[src/rtl/sseg_pkg.sv]
// Shared types for the seven-segment word scroller.
// Character codes, blank pattern and display modes.
package sseg_pkg;

  typedef logic [4:0] char_t;

  localparam char_t CH_0 = 5'd0;
  localparam char_t CH_1 = 5'd1;
  localparam char_t CH_2 = 5'd2;
  localparam char_t CH_3 = 5'd3;
  localparam char_t CH_4 = 5'd4;
  localparam char_t CH_5 = 5'd5;
  localparam char_t CH_6 = 5'd6;
  localparam char_t CH_7 = 5'd7;
  localparam char_t CH_8 = 5'd8;
  localparam char_t CH_9 = 5'd9;
  localparam char_t CH_A = 5'd10;
  localparam char_t CH_B = 5'd11;
  localparam char_t CH_C = 5'd12;
  localparam char_t CH_D = 5'd13;
  localparam char_t CH_E = 5'd14;
  localparam char_t CH_F = 5'd15;
  localparam char_t CH_G = 5'd16;
  localparam char_t CH_H = 5'd17;
  localparam char_t CH_I = 5'd18;
  localparam char_t CH_J = 5'd19;
  localparam char_t CH_L = 5'd20;
  localparam char_t CH_N = 5'd21;
  localparam char_t CH_O = 5'd22;
  localparam char_t CH_P = 5'd23;
  localparam char_t CH_R = 5'd24;
  localparam char_t CH_S = 5'd25;
  localparam char_t CH_T = 5'd26;
  localparam char_t CH_U = 5'd27;
  localparam char_t CH_V = 5'd28;
  localparam char_t CH_Y = 5'd29;
  localparam char_t CH_SPACE = 5'd30;
  localparam char_t CH_DASH = 5'd31;

  localparam logic [7:0] SEG_BLANK = 8'hFF;

  typedef enum logic [1:0] {
    MODE_STATIC,
    MODE_SCROLL,
    MODE_BLINK,
    MODE_OFF
  } mode_t;

endpackage

[src/rtl/sseg_char_decode.sv]
// Character code to active-low segment pattern.
// Bit order {a,b,c,d,e,f,g,dp}; dp is always off.
module sseg_char_decode
  import sseg_pkg::*;
(
  input  char_t      ch,
  output logic [7:0] seg
);

  always_comb begin
    seg = SEG_BLANK;
    case (ch)
      CH_0:     seg = 8'b00000011;
      CH_1:     seg = 8'b10011111;
      CH_2:     seg = 8'b00100101;
      CH_3:     seg = 8'b00001101;
      CH_4:     seg = 8'b10011001;
      CH_5:     seg = 8'b01001001;
      CH_6:     seg = 8'b01000001;
      CH_7:     seg = 8'b00011111;
      CH_8:     seg = 8'b00000001;
      CH_9:     seg = 8'b00001001;
      CH_A:     seg = 8'b00010001;
      CH_B:     seg = 8'b11000001;
      CH_C:     seg = 8'b01100011;
      CH_D:     seg = 8'b10000101;
      CH_E:     seg = 8'b01100001;
      CH_F:     seg = 8'b01110001;
      CH_G:     seg = 8'b01000011;
      CH_H:     seg = 8'b10010001;
      CH_I:     seg = 8'b11110011;
      CH_J:     seg = 8'b10000111;
      CH_L:     seg = 8'b11100011;
      CH_N:     seg = 8'b11010101;
      CH_O:     seg = 8'b11000101;
      CH_P:     seg = 8'b00110001;
      CH_R:     seg = 8'b11110101;
      CH_S:     seg = 8'b01001001;
      CH_T:     seg = 8'b11100001;
      CH_U:     seg = 8'b10000011;
      CH_V:     seg = 8'b11000111;
      CH_Y:     seg = 8'b10001001;
      CH_DASH:  seg = 8'b11111101;
      default:  seg = SEG_BLANK;
    endcase
  end

endmodule

[src/rtl/sseg_word_scroller.sv]
// Multiplexed seven-segment word display with scroll/blink.
// Word and mode are only taken up on frame boundaries.
module sseg_word_scroller
  import sseg_pkg::*;
#(
  parameter int NUM_DIGITS  = 4,
  parameter int WORD_LEN    = 8,
  parameter int NUM_WORDS   = 4,
  parameter int REFRESH_DIV = 100000,
  parameter int STEP_DIV    = 64
) (
  input  logic                         clk,
  input  logic                         rst_n,
  input  logic [$clog2(NUM_WORDS)-1:0] word_sel,
  input  logic [1:0]                   mode,
  output logic [7:0]                   seg,
  output logic [NUM_DIGITS-1:0]        an,
  output logic                         frame
);

  localparam int RW  = $clog2(REFRESH_DIV);
  localparam int DW  = $clog2(NUM_DIGITS);
  localparam int OW  = $clog2(WORD_LEN);
  localparam int SW  = (STEP_DIV > 1) ? $clog2(STEP_DIV) : 1;
  localparam int WSW = $clog2(NUM_WORDS);

  localparam char_t ROM [4][4] = '{
    '{CH_P, CH_L, CH_A, CH_Y},
    '{CH_L, CH_I, CH_V, CH_E},
    '{CH_D, CH_E, CH_A, CH_D},
    '{CH_SPACE, CH_SPACE, CH_SPACE, CH_SPACE}
  };

  logic [RW-1:0]  rcnt;
  logic [DW-1:0]  dig;
  logic [OW-1:0]  offset;
  logic [SW-1:0]  step_cnt;
  logic           blank_ph;
  logic [WSW-1:0] cur_word;
  mode_t          cur_mode;

  logic [OW-1:0]  nxt_off;
  logic [SW-1:0]  nxt_step;
  logic           nxt_blank;
  logic [WSW-1:0] nxt_word;
  mode_t          nxt_mode;

  logic  rtc;
  logic  last_dig;
  logic  boundary;
  logic  changed;
  logic  step_wrap;
  mode_t mode_in;

  assign rtc       = (rcnt == RW'(REFRESH_DIV - 1));
  assign last_dig  = (dig == DW'(NUM_DIGITS - 1));
  assign boundary  = rtc & last_dig;
  assign mode_in   = mode_t'(mode);
  assign changed   = (word_sel != cur_word) || (mode_in != cur_mode);
  assign step_wrap = (step_cnt == SW'(STEP_DIV - 1));

  always_ff @(posedge clk or negedge rst_n) begin
    if (!rst_n) begin
      rcnt <= '0;
      dig  <= '0;
    end else if (rtc) begin
      rcnt <= '0;
      dig  <= last_dig ? '0 : dig + DW'(1);
    end else begin
      rcnt <= rcnt + RW'(1);
    end
  end

  always_comb begin
    nxt_word  = cur_word;
    nxt_mode  = cur_mode;
    nxt_off   = offset;
    nxt_step  = step_cnt;
    nxt_blank = blank_ph;
    if (boundary) begin
      nxt_word = word_sel;
      nxt_mode = mode_in;
      if (changed) begin
        nxt_off   = '0;
        nxt_step  = '0;
        nxt_blank = 1'b0;
      end else if (step_wrap) begin
        nxt_step = '0;
        case (cur_mode)
          MODE_SCROLL: begin
            if (offset == OW'(WORD_LEN - 1))
              nxt_off = '0;
            else
              nxt_off = offset + OW'(1);
          end
          MODE_BLINK: nxt_blank = ~blank_ph;
          default: ;
        endcase
      end else begin
        nxt_step = step_cnt + SW'(1);
      end
    end
  end

  always_ff @(posedge clk or negedge rst_n) begin
    if (!rst_n) begin
      cur_word <= '0;
      cur_mode <= MODE_STATIC;
      offset   <= '0;
      step_cnt <= '0;
      blank_ph <= 1'b0;
    end else begin
      cur_word <= nxt_word;
      cur_mode <= nxt_mode;
      offset   <= nxt_off;
      step_cnt <= nxt_step;
      blank_ph <= nxt_blank;
    end
  end

  // offset < WORD_LEN and dig < WORD_LEN, so one subtract wraps the sum
  logic [OW:0]   sum;
  logic [OW-1:0] cidx;
  logic [31:0]   w32;
  logic [31:0]   c32;
  char_t         ch;
  logic [7:0]    dec_seg;
  logic          blank_out;

  always_comb begin
    sum  = (OW+1)'(offset) + (OW+1)'(dig);
    cidx = OW'((sum >= (OW+1)'(WORD_LEN)) ? sum - (OW+1)'(WORD_LEN) : sum);
    w32  = 32'(cur_word);
    c32  = 32'(cidx);
    ch   = CH_SPACE;
    if (w32 < 32'd4 && c32 < 32'd4)
      ch = ROM[w32[1:0]][c32[1:0]];
  end

  sseg_char_decode u_dec (
    .ch  (ch),
    .seg (dec_seg)
  );

  assign blank_out = (cur_mode == MODE_OFF) ||
                     (cur_mode == MODE_BLINK && blank_ph);

  always_ff @(posedge clk or negedge rst_n) begin
    if (!rst_n) begin
      seg   <= SEG_BLANK;
      an    <= '1;
      frame <= 1'b0;
    end else begin
      frame <= boundary;
      if (blank_out) begin
        seg <= SEG_BLANK;
        an  <= '1;
      end else begin
        seg <= dec_seg;
        an  <= ~(NUM_DIGITS'(1) << dig);
      end
    end
  end

endmodule

[config.mk]
export PLATFORM = sky130hd
export DESIGN_NAME = sseg_word_scroller
export DESIGN_NICKNAME = d
export VERILOG_FILES = /design/src/rtl/sseg_pkg.sv /design/src/rtl/sseg_char_decode.sv /design/src/rtl/sseg_word_scroller.sv
export SDC_FILE = /design/constraint.sdc
export NUM_CORES = 1
export LEC_CHECK = 0
export ABC_AREA = 1
export CAP_MARGIN = 15
export CORE_ASPECT_RATIO = 1.2
export CORE_UTILIZATION = 25
export CTS_CLUSTER_SIZE = 40
export DETAILED_ROUTE_END_ITERATION = 10
export HOLD_SLACK_MARGIN = 0.05
export PLACE_DENSITY = 0.39
export SETUP_SLACK_MARGIN = 0.05
export SYNTH_ARGS = -nofsm -noshare
export SYNTH_HDL_FRONTEND = slang
export SYNTH_SLANG_ARGS = --single-unit
export TNS_END_PERCENT = 5
[constraint.sdc]
create_clock -name clk -period 6.1 [get_ports clk]
set_clock_uncertainty 0.15 [all_clocks]
set_input_delay 0.61 -clock clk [delete_from_list [all_inputs] [get_ports clk]]
set_output_delay 0.61 -clock clk [all_outputs]
set_load 0.01 [all_outputs]
---- Word-level counts from Yosys, hierarchy flattened ----
Memories as Yosys holds them, arrays and structs flattened.
Cells that the tools add are included.
storage, ports and cells
  flip-flop bits (word level) ............. 46
  bits of input ports ..................... 6
  word-level logic and storage cells ...... 65
  output and inout bits ................... 13
  memories ................................ 1
  bits in read-only memories .............. 224
operators by class
  add/subtract/negate cells ............... 6
  muxes and demuxes ....................... 21
  reduce and logical (&&, ||, !) cells .... 8
  bitwise operators ....................... 5
  equality and inequality tests ........... 9
  order comparisons ....................... 4
  shift-type cells ........................ 1
memory list
  name             depth  bits a word  rd ports  clocked after Yosys merged registers in  write ports  RTL line                source
  (no name shown)  32     7            1         0                                        0            sseg_char_decode.sv:12  case (ch)
operators by type and width
  cell                   count
  $bmux 20 s2            1
  $mux 20                2
  $add 17x1->17 const B  1
  $eq 17x17->1 const B   1
  $mux 17                1
  $mux 3                 5
  $mux 5                 3
  $mux 6                 2
  $bmux 5 s2             1
  $mux 8                 1
  $add 6x1->6 const B    1
  $eq 2x2->1 const B     3
  $eq 6x6->1 const B     1
  $ge 3x3->1 const B     2
  $not 2->3              2
  $reduce_and 3->1       2
  $reduce_bool 2->1      3
  $add 3x2->4            1
  $ge 4x4->1 const B     1
  $mux 4                 1
  $ne 2x2->1             2
  $not 4->4              1
  $shl 1x2->4 const A    1
  $add 3x1->3 const B    1
  11 further kinds       14

---- Depth between registers and ports, before layout ----
An unclocked memory read counts as a cell.
  depth in word-level cells ............... 10
  depth in mapped cells ................... 15
  gate-level depth less buffers ........... 15

---- Cells and area by module ----
Synthesis repeated with hierarchy kept, for this count alone.
unflattened totals
  cells, all modules ...................... 426
  area, all modules ....................... 3146.8 µm²
by module, submodules not included
  module              area an instance (µm²)  cells each  instances
  sseg_word_scroller  2623.8                  329         1
  sseg_char_decode    523.0                   97          1

---- Worst setup path after synthesis ----
OpenSTA, ideal clock, no wires.
  path type ............................... reg2reg
  start ................................... register dig[0]
  end ..................................... register seg[2]
  buffers on the path ..................... 1
  setup slack ............................. 3526 ps
  cell stages (with the launch flop) ...... 16
  setup time .............................. 65 ps
  arrival time ............................ 2359 ps
  required time ........................... 5885 ps
  cells stage by stage .................... dfrtp_1 > ha_1 > inv_1 > fa_1 > buf_2 > inv_1 > nand3_1 > nand3_1 > ha_1 > inv_1 > nand3_1 > nand2_1 > inv_1 > a21oi_1 > nand2_1 > nand3_1
between the ends
  longest elaborated chain between the ends .. 10
ends and longest elaborated chain
  what                                       RTL line                   source
  from (decl)                                sseg_word_scroller.sv:35   logic [DW-1:0] dig;
  from (signal assigned)                     sseg_word_scroller.sv:68   dig <= last_dig ? '0 : dig + DW'(1);
  $add 3x2->4 (*)                            sseg_word_scroller.sv:131  sum = (OW+1)'(offset) + (OW+1)'(dig);
  $ge 4x4->1 or $sub 3x1->3 (tied branches)  sseg_word_scroller.sv:132  cidx = OW'((sum >= (OW+1)'(WORD_LEN)) ? sum - (OW+1)'(WORD_LEN) : sum);
  $mux 3 (*)                                 sseg_word_scroller.sv:132
  $not 2->3 (not written as such)            sseg_word_scroller.sv:137  ch = ROM[w32[1:0]][c32[1:0]];
  $bmux 5 s2                                 sseg_word_scroller.sv:137
  $mux 5 (not written as such) (2 in a row)  sseg_word_scroller.sv:137
  $mux 5 (*)                                 sseg_word_scroller.sv:136  if (w32 < 32'd4 && c32 < 32'd4)
  $mem_v2 32x7 (*)                           n/a
  $mux 8 (*)                                 sseg_word_scroller.sv:155  if (blank_out) begin
  to (signal assigned)                       sseg_word_scroller.sv:159  seg <= dec_seg;
  to (decl)                                  sseg_word_scroller.sv:16   output logic [7:0] seg,
Mark *: on every way between the ends. The rest lies on a longest branch, timed or not. The select of a mux whose other input is x is not followed.
A chain may end at the register's enable or synchronous reset.

---- Worst setup path after layout ----
Same ends and word-level chain as after synthesis.

==> results.md <==
- Nets: 434
- Synth Register Bits: 45
- Pre-CTS setup slack: about 3.2 ns
- Clk network pwr share: between 50% and 60%
- Critical Path RT: 6.18 ns
- Post-Synthesis Cells: 388
- Netlist cell types: 30
- Setup crit start kind: flip-flop
- Sw Ratio: around a fifth
- Unrepaired setup endpoints after global routing: false
- Worst Max-Slew Pin Slew: 0.8724 ns
- CTS tree: done
- Seq pwr share: between 40% and 50%
- DR WL met2: between 3 and 4 mm
- Via density: between 4 and 5
- Total Wirelength: a little under 7 mm
- Post-cts sizing count: 0
- Final WS setup: around 3.2 ns
- Register area share after synthesis: roughly two fifths
- Average routed wire per standard cell: about 12 um
- Synthesized area per cell: 7.672 um2
- Hpwl dp: 5.133 mm
- Max-slew headroom: 41.84%
- Cts bufs inserted: 5
- Final setup TNS: 0 ns
- Initial Utilization: 25.73%
- Initial antenna violation count: 0
- Max Transition Viols Final: 0
- Number of global-route vias before repair: 2526
- DRC: 0
- Arr. time, crit path: about 3.0 ns
- Vias after detailed routing: 2437
- Layout filler cell count: between 1000 and 1500
- Status: finished, final reports clean
- Global placer's final weighted congestion: 0.8446
- Yosys warnings: 0
- Hold Fails Final Rpt: 0
- Cell Pwr Density: ~180 nW/um2
- CP Max Fanout: 8
- Cell Rows: 43
- Worst vdd ir: between 100 and 150 uV
- Cell-internal power: 504.2 uW
- Maximum number of pins on one net before global-route repair: 46
- Top Ports: 19
- Total track usage: between 10 and 15%
- Switching pwr: ~130 uW
- Largest area contributor in the netlist: dfrtp_1
- Synth top area cells: dfrtp_1 29%, nand2_1 12%, dfstp_2 9.7%, ha_1 8.8%, nand3_1 8.2%
- Post-placement cell area: between 3000 and 4000 um2
- H-tree depth: 2
- Max Buffers Root-to-Sink: 2
- Wire length on met3: ~120 um
- Final setup fails: 0
- Die X: 101.6 um
- Tmin final: about 2.9 ns
- M1 WL: roughly 3.0 mm
- Final antenna-violating net count: 0
- Clock Root Buffer: clkbuf_16
- Worst-path clk slew: roughly 0.06 ns
- Crit. End Element: flip-flop
- DR iter-0 viols: between 100 and 150
- Multi-input logic area: about 1600 um2
- Utilization after layout: between 20% and 30%
- Combinational power share: under 10%
- # diodes: 0
- Latest clock arrival within the worst-skew pair: a little under 0.3 ns
- Critical path class: flip-flop to flip-flop
- Nets in the synthesized netlist: approximately 420
- Layout cells sized above 1: 12.53%
- Max_cap viols: 0
- Clk sinks: 45
- Max Clk Rate: between 300 and 400 MHz
- Leak Pwr: approximately 0.0016 uW
- First-pass DRT Iterations: 4
- Core box area: roughly 12000 um2
- Design Area, Final: 3468 um2
- HP Class: primary input to async pin
- Total gr overflow: 0
- Die H: about 120 um
- First-pass GRT wire length: 11.65 mm
- Period utilization: 47.85%
- Top cell type's share of synthesized area: 28.58%
- Hold_buf cts: 0
- FF-to-FF path depth: 14
- Synthesized cell area: 2977 um2
- Number of post-CTS setup repair buffers: 0
- Max layer used: met4
- Die footprint: 12350 um2
- Register area: around 1100 um2
- Area grow syn2layout: 16.52%
- I/O Buffers: 17
==> Yosys cell counts (all sizes together) <==
cell type	instances
clkbuf	1
xor2	14
or2	3
fa	1
dfstp	11
o21ai	20
conb	1
nor3	4
inv	56
nor2	39
ha	21
nand3b	2
nand4	12
nand2	100
dfrtp	34
nor4	1
buf	7
a21oi	11
nand3	50
==> stage by stage <==
stage | total power [uW] | hold slack (ns) | instances
6_report | 632.6 | 0.2658 | 564
5_1_grt | 658.9 | 0.3221 | 564
4_1_cts | 648.1 | 0.2943 | 564
3_5_place_dp | 319.1 | 0.3037 | 556
3_3_place_gp | 319.0 | 0.3015 | 556
2_1_floorplan | 308.3 | 0.1644 | 388
==> power groups by stage <==
stage	logic, uW	clock network (uW)	registers (uW)
final	13.7	320	299
after global routing	16.2	344	299
after CTS	14.7	334	299
after detailed placement	14.6	0	304
after global placement	14.6	0	304
after floorplan	3.78	0	304
==> worst max-delay path, cell delays in order (launching register included) <==
cell and delay (ns):
dfrtp_1 0.42, ha_1 0.18, inv_1 0.05, fa_1 0.65, inv_1 0.10, nand3_1 0.13, nand3_1 0.27, ha_1 0.39
inv_1 0.07, nand3_1 0.07, nand2_1 0.08, inv_1 0.05, a21oi_1 0.11, nand2_1 0.07, nand3_1 0.07
==> layout make-up <==
cell class / instances / share of cell area [%]
Multi-Input combinational cell: 279 / 45.02
Sequential cell: 45 / 32.86
Inverter: 56 / 6.061
Tap cell: 157 / 5.664
Timing Repair Buffer: 19 / 5.195
Clock buffer: 7 / 5.050
Clock inverter: 1 / 0.1443
==> state kept, by name, summed over array words and instances (netlist names) <==
register,flops
cur_word,2
rcnt,17
step_cnt,6
blank_ph,1
frame,1
seg,7
offset,3
dig,2
an,4
cur_mode,2
==> path summary, 6_finish.rpt <==
path                                          from                      end  slack [ns]
max in group asynchronous                    rst_n  step_cnt[1]$_DFFE_PN0P_        5.14
worst min register to register   rcnt[0]$_DFF_PN0_        rcnt[0]$_DFF_PN0_        0.31
worst max register to register  dig[0]$_DFFE_PN0N_         seg[2]$_DFF_PN1_        3.18
worst max-delay path            dig[0]$_DFFE_PN0N_         seg[2]$_DFF_PN1_        3.18
min in group clk                 rcnt[0]$_DFF_PN0_        rcnt[0]$_DFF_PN0_        0.31
worst min-delay path                         rst_n        rcnt[4]$_DFF_PN0_        0.27
==> routing by layer <==
metal  up-vias  track usage (%)
met1      1139            13.95
met3         7            2.065
met4         0            5.344
met5         -                0
met2        29            21.71
li1       1262                -
==> logic make-up (layout without fill, tap and decap cells) <==
kind of cell | after synthesis | in the layout | synth area share, %
adders and majority gates | 22 | 22 | 9.500
and+or+nand+nor | 211 | 211 | 33.00
xor gates and xnor gates | 14 | 14 | 4.119
AOI/OAI and AO/OA | 31 | 31 | 5.717
buffers and inverters | 64 | 83 | 9.247
other | 1 | 1 | 0.1260
DFF | 45 | 45 | 38.29
==> layout by cell type, fill, tap and decap left out <==
cell type,count
nor4_1,1
clkbuf_16,7
dfrtp_1,34
nor3_2,1
conb_1,1
o21ai_2,1
ha_1,21
a21oi_1,8
o21ai_0,12
inv_2,5
nor2_4,4
nand3_4,1
clkdlybuf4s50_1,16
buf_4,2
nand3b_1,2
clkinv_2,1
fa_1,1
or2_2,3
nand2_1,94
nor2_2,5
nor2_1,30
inv_1,51
a21oi_2,3
buf_2,1
dfstp_2,11
o21ai_1,7
xor2_1,14
nand4_1,12
nand3_1,49
nor3_1,3
nand2_2,6
Power figures use the tool's default switching activity.
